`config.mk`:
```
export PLATFORM = sky130hd
export DESIGN_NAME = polar_enc_ctrl
export DESIGN_NICKNAME = d
export VERILOG_FILES = /design/src/rtl/polar_pkg.sv /design/src/rtl/polar_bfly_stage.sv /design/src/rtl/polar_enc_ctrl.sv
export SDC_FILE = /design/constraint.sdc
export NUM_CORES = 1
export LEC_CHECK = 0
export BUFFER_PORTS_ARGS = -buffer_cell sky130_fd_sc_hd__buf_4
export CAP_MARGIN = 20
export CORE_MARGIN = 4
export CORE_UTILIZATION = 42
export DETAILED_ROUTE_END_ITERATION = 7
export HOLD_SLACK_MARGIN = 0.02
export MAX_ROUTING_LAYER = met4
export PLACE_DENSITY = 0.73
export SLEW_MARGIN = 20
export SYNTH_ARGS = -nofsm -noshare
export SYNTH_HDL_FRONTEND = slang
export SYNTH_HIERARCHICAL = 1
export SYNTH_SLANG_ARGS = --single-unit
```
`constraint.sdc`:
```
create_clock -name clk -period 2.2 [get_ports clk]
set_input_delay 0.55 -clock clk [delete_from_list [all_inputs] [get_ports clk]]
set_output_delay 0.55 -clock clk [all_outputs]
set_load 0.05 [all_outputs]
```
`src/rtl/polar_pkg.sv`:
```
// Shared types and elaboration-time helpers for the polar encoder controller.
// The mask helpers work on a 1024-bit container, the largest supported N.
package polar_pkg;

  typedef enum logic [1:0] {
    IDLE = 2'd0,
    ENC  = 2'd1,
    OUT  = 2'd2
  } state_e;

  localparam int MAXN = 1024;

  function automatic int popcount(input logic [MAXN-1:0] mask);
    int cnt;
    cnt = 0;
    for (int i = 0; i < MAXN; i++) begin
      if (mask[i]) cnt++;
    end
    return cnt;
  endfunction

  // Index of the m-th set bit of mask, counting from the LSB.
  function automatic int info_pos(input logic [MAXN-1:0] mask, input int m);
    int seen;
    int pos;
    seen = 0;
    pos  = 0;
    for (int i = 0; i < MAXN; i++) begin
      if (mask[i]) begin
        if (seen == m) pos = i;
        seen++;
      end
    end
    return pos;
  endfunction

endpackage

```
`src/rtl/polar_bfly_stage.sv`:
```
// One polar butterfly stage, selected at run time by stage_i.
// Every stage is precomputed as static wiring; the stage index only drives the final mux.
module polar_bfly_stage
  import polar_pkg::*;
#(
  parameter int N     = 8,
  parameter int LOG2N = $clog2(N),
  parameter int SW    = 2
) (
  input  logic [N-1:0]  w_i,
  input  logic [SW-1:0] stage_i,
  output logic [N-1:0]  w_o
);

  logic [N-1:0] stage_res [LOG2N];

  for (genvar gs = 0; gs < LOG2N; gs++) begin : g_stage
    for (genvar gi = 0; gi < N; gi++) begin : g_bit
      if (((gi >> gs) & 1) == 0) begin : g_upper
        assign stage_res[gs][gi] = w_i[gi] ^ w_i[gi + (1 << gs)];
      end else begin : g_lower
        assign stage_res[gs][gi] = w_i[gi];
      end
    end
  end

  always_comb begin
    w_o = w_i;
    for (int s = 0; s < LOG2N; s++) begin
      if (stage_i == SW'(s)) w_o = stage_res[s];
    end
  end

endmodule

```
`src/rtl/polar_enc_ctrl.sv`:
```
// Polar encoder frame controller: maps a K-bit message onto the information set,
// runs one butterfly stage per clock, then holds the codeword until accepted.
module polar_enc_ctrl
  import polar_pkg::*;
#(
  parameter int           N         = 8,
  parameter int           K         = 4,
  parameter logic [N-1:0] INFO_MASK = 8'b1110_1000
) (
  input  logic         clk,
  input  logic         rst,
  input  logic         in_valid,
  output logic         in_ready,
  input  logic [K-1:0] in_data,
  output logic         out_valid,
  input  logic         out_ready,
  output logic [N-1:0] out_data,
  output logic         busy,
  output logic [15:0]  frame_cnt
);

  localparam int LOG2N = $clog2(N);
  localparam int SW    = (LOG2N > 1) ? $clog2(LOG2N) : 1;

  if (popcount(MAXN'(INFO_MASK)) != K) begin : g_bad_mask
    $error("polar_enc_ctrl: popcount(INFO_MASK) must equal K");
  end

  logic [N-1:0] u_map;
  logic [N-1:0] w_stage;

  // Frozen positions tie to zero; message bit m lands on the m-th set mask bit.
  for (genvar gi = 0; gi < N; gi++) begin : g_frozen
    if (!INFO_MASK[gi]) begin : g_zero
      assign u_map[gi] = 1'b0;
    end
  end
  for (genvar gi = 0; gi < K; gi++) begin : g_info
    localparam int POS = info_pos(MAXN'(INFO_MASK), gi);
    assign u_map[POS] = in_data[gi];
  end

  state_e        state_q, state_d;
  logic [N-1:0]  w_q, w_d;
  logic [SW-1:0] stage_q, stage_d;
  logic [15:0]   cnt_q, cnt_d;

  polar_bfly_stage #(
    .N     (N),
    .LOG2N (LOG2N),
    .SW    (SW)
  ) u_bfly (
    .w_i     (w_q),
    .stage_i (stage_q),
    .w_o     (w_stage)
  );

  always_comb begin
    state_d = state_q;
    w_d     = w_q;
    stage_d = stage_q;
    cnt_d   = cnt_q;
    case (state_q)
      IDLE: begin
        if (in_valid) begin
          w_d     = u_map;
          stage_d = '0;
          state_d = ENC;
        end
      end
      ENC: begin
        w_d = w_stage;
        if (stage_q == SW'(LOG2N - 1)) begin
          stage_d = '0;
          state_d = OUT;
        end else begin
          stage_d = stage_q + 1'b1;
        end
      end
      OUT: begin
        if (out_ready) begin
          cnt_d = cnt_q + 16'd1;
          // Reloading here keeps back-to-back frames free of an IDLE bubble.
          if (in_valid) begin
            w_d     = u_map;
            stage_d = '0;
            state_d = ENC;
          end else begin
            state_d = IDLE;
          end
        end
      end
      default: state_d = IDLE;
    endcase
  end

  always_ff @(posedge clk) begin
    if (rst) begin
      state_q <= IDLE;
      w_q     <= '0;
      stage_q <= '0;
      cnt_q   <= '0;
    end else begin
      state_q <= state_d;
      w_q     <= w_d;
      stage_q <= stage_d;
      cnt_q   <= cnt_d;
    end
  end

  assign in_ready  = (state_q == IDLE) || ((state_q == OUT) && out_ready);
  assign out_valid = (state_q == OUT);
  assign out_data  = w_q;
  assign busy      = (state_q != IDLE);
  assign frame_cnt = cnt_q;

endmodule

```
==> results_dict.tcl <==
set metrics [dict create \
    vias_per_cell 5.04 \
    max-slew-margin-rel_pct 64.3 \
    grt_overflow 0 \
    status "finished clean" \
    cp_max_fo 11 \
    ys_ff_latch 28 \
    synthFlopType "dfxtp_1" \
    area_growth_pct 19.9 \
    max_stage_delay_ns 0.59 \
    grt_util_all_layers_pct 14.9 \
    wl_per_cell_um 12.5 \
    gp_congestion 0.748 \
    core_area_um2 3360 \
    die-area_um2 4520 \
    irDropWorstVdd_uv 264 \
    worst_slack_ns 0.236 \
    cts.sinks 28 \
    initial_core_util_pct 43.8 \
    cts-root-buf "clkbuf_4" \
    setup_viol 0 \
    vias 1200 \
    dpl.hpwl_um 2100 \
    drc 0 \
    antennaDiodeCount 0 \
    ctsHoldBuffers 0 \
    path_class "flop to output pin" \
    final_core_util_pct 52.6 \
    antenna_found_initial 0 \
    worstSetupStartpoint "state_q[1]$_SDFFE_PP0P_" \
    pre_cts_ws_ns 0.318 \
    fin_skew_ns 0.0113 \
    synth-seq-area-share_pct 38.0 \
    rows 21 \
    r2r_slack_ns 0.39 \
    r2r-end "frame_cnt[13]$_SDFFE_PP0P_" \
    path_cells "nor2b_1 -> buf_4" \
    fp.dieW_um 67.2 \
    clkTransAtPathRegs_ns 0.16 \
    syn_inst 163 \
    fin_tns_setup_ns 0 \
    clk_latency_ns 0.33 \
    path_buf_inv 1 \
    avgSynthCellArea_um2 9.04 \
    ios 35 \
    nets 202 \
    cts_tree "yes" \
    drv_slew 0 \
    critical_path.endpoint "out_valid" \
    required_ns 1.65 \
    period_needed_ns 1.96 \
    async_flop_share_pct 0 \
    dieHeight_um 67.2 \
    start_kind "flop" \
    cap_viol_max_count 0 \
    drt_wl_total_um 2970 \
    crit_slowest_cell "dfxtp_1" \
    final_layout_size_suffix_gt1_share_pct 25.0 \
    finalHoldWorstSlack_ns 0.471 \
    yosys_warnings 6 \
    drt_iter0_markers 68 \
    cts_max_path_buffers 2 \
    post_cts_buffers 0 \
    crit_family "flip-flops" \
    synth_cell_types 40 \
    grt_first_pass_wirelength_um 5110 \
    r2r_cells 4 \
    fmax_mhz 509 \
    timing.rr.start "state_q[1]$_SDFFE_PP0P_" \
    ant_nets 0 \
    powerDensity_nw_per_um2 595 \
    synth_edf_count 0 \
    critical_path_arrival_ns 1.41 \
    syn_nets 172 \
    cp.depth 2 \
    crit_path_end_kind "output pin" \
    io_buffers 34 \
    post-route-period-util_pct 89.3 \
    dp_cells 234 \
    hold_path_class "input port to flop" \
    cts_buffers 3 \
    rsz0062_at_grt "no" \
    tightestPinTransition_ns 0.535 \
    grt_pass1_vias 1157 \
    grt_max_degree 29 \
    first_pass_iters 4 \
    fin_cells 238 \
    cts-htree-levels 1 \
    holdPathStages 3 \
    post_cts_resize_count 0 \
    hold_viol 0 \
    leakage_nw 0.772 \
    netlist_area_um2 1470 \
]
==> cells in the mapped netlist (2+ instances only) <==
master    instances  area share, %
xor2_1           10            5.9
a211oi_1          4            2.0
o21ai_0           4            1.4
a22oi_1           5            2.5
a21oi_1           7            2.4
or3_1             4            1.7
nor4_1            2           0.85
or4_4             2            1.5
nor2_1           27            6.9
dfxtp_1          28             38
nand3_1           4            1.4
mux2i_1           8            5.4
buf_4             2            1.0
nand3b_1          5            2.5
nor3_1            2           0.68
xnor2_1           8            4.8
inv_1             5            1.3
and3_1            2           0.85
clkbuf_1          3           0.76
nand2_1           8            2.0
buf_6             4            3.1
==> layout by cell type (no fill, tap or decap), drive strengths merged, types with 3 or more instances in the layout <==
cell type,n
a211oi,4
or4,3
xor2,10
or3,4
nand2,8
mux2i,8
inv,5
nand3b,5
a21oi,7
a22oi,5
xnor2,8
dfxtp,28
buf,34
nor2,28
clkbuf,3
nand3,5
o21ai,6
and3,3
==> kinds of logic after synthesis <==
| family | share of synthesized area, % |
|---|---|
| compound gates | 11.4 |
| simple gates | 27.5 |
| buf+inv | 6.11 |
| fa+ha+maj | 0.849 |
| xor+xnor | 10.7 |
| mux | 5.43 |
| flops | 38.0 |
==> through the flow <==
| step | instance area, µm² | total power, mW |
|---|---|---|
| after floorplan | 1470 | 0.683 |
| after global placement | 1720 | 0.720 |
| after detailed placement | 1720 | 0.721 |
| after CTS | 1770 | 1.06 |
| after global routing | 1770 | 1.09 |
| final | 1770 | 1.05 |
==> worst min-delay path by stage <==
stage | startpoint | endpoint | slack [ns]
floorplan | stage_q[1]$_SDFFE_PP0P_ | stage_q[1]$_SDFFE_PP0P_ | 0.49
global placement | frame_cnt[15]$_SDFFE_PP0P_ | frame_cnt[15]$_SDFFE_PP0P_ | 0.48
detailed placement | frame_cnt[15]$_SDFFE_PP0P_ | frame_cnt[15]$_SDFFE_PP0P_ | 0.48
CTS | in_valid | state_q[0]$_SDFFE_PP0P_ | 0.47
global route | in_valid | state_q[0]$_SDFFE_PP0P_ | 0.46
finish | in_valid | state_q[0]$_SDFFE_PP0P_ | 0.47
==> tightest hold or removal path, delay by kind of cell <==
kind | cells | cell delay (ns)
AND/OR/NAND/NOR | 1 | 0.07
AO/OA/AOI/OAI | 1 | 0.07
buffers and inverters | 1 | 0.09
==> area by class of cell <==
type                            count  area (µm²)
Clock buffer                        3        22.5
Timing Repair Buffer               34         255
Inverter                            5        18.8
Tap cell                           46        57.6
Fill cell                         329        1600
Sequential cell                    28         561
Multi-Input combinational cell    121         823
Clock inverter                      1        30.0
==> routing by layer <==
layer  track usage (%)  vias to the layer above  wire length (µm)  part of all wire (%)
li1                  -                      627                 -                     -
met1              19.7                      552              1430                    48
met2              23.3                       21              1440                    48
met3              1.83                        0                99                   3.3
met4              5.32                        0                 0                     0
met5                 -                        -                 0                     0
==> power breakdown <==
part	total, mW	switching (mW)	internal (mW)
Sequential	0.548	0.0261	0.522
Clock	0.342	0.158	0.184
Combinational	0.163	0.100	0.0622
==> sequential cells by signal, indices dropped and copies added (netlist names) <==
signal,cells
frame_cnt,16
out_data,8
stage_q,2
state_q,2
No activity file was read; power rests on OpenSTA's default activity.
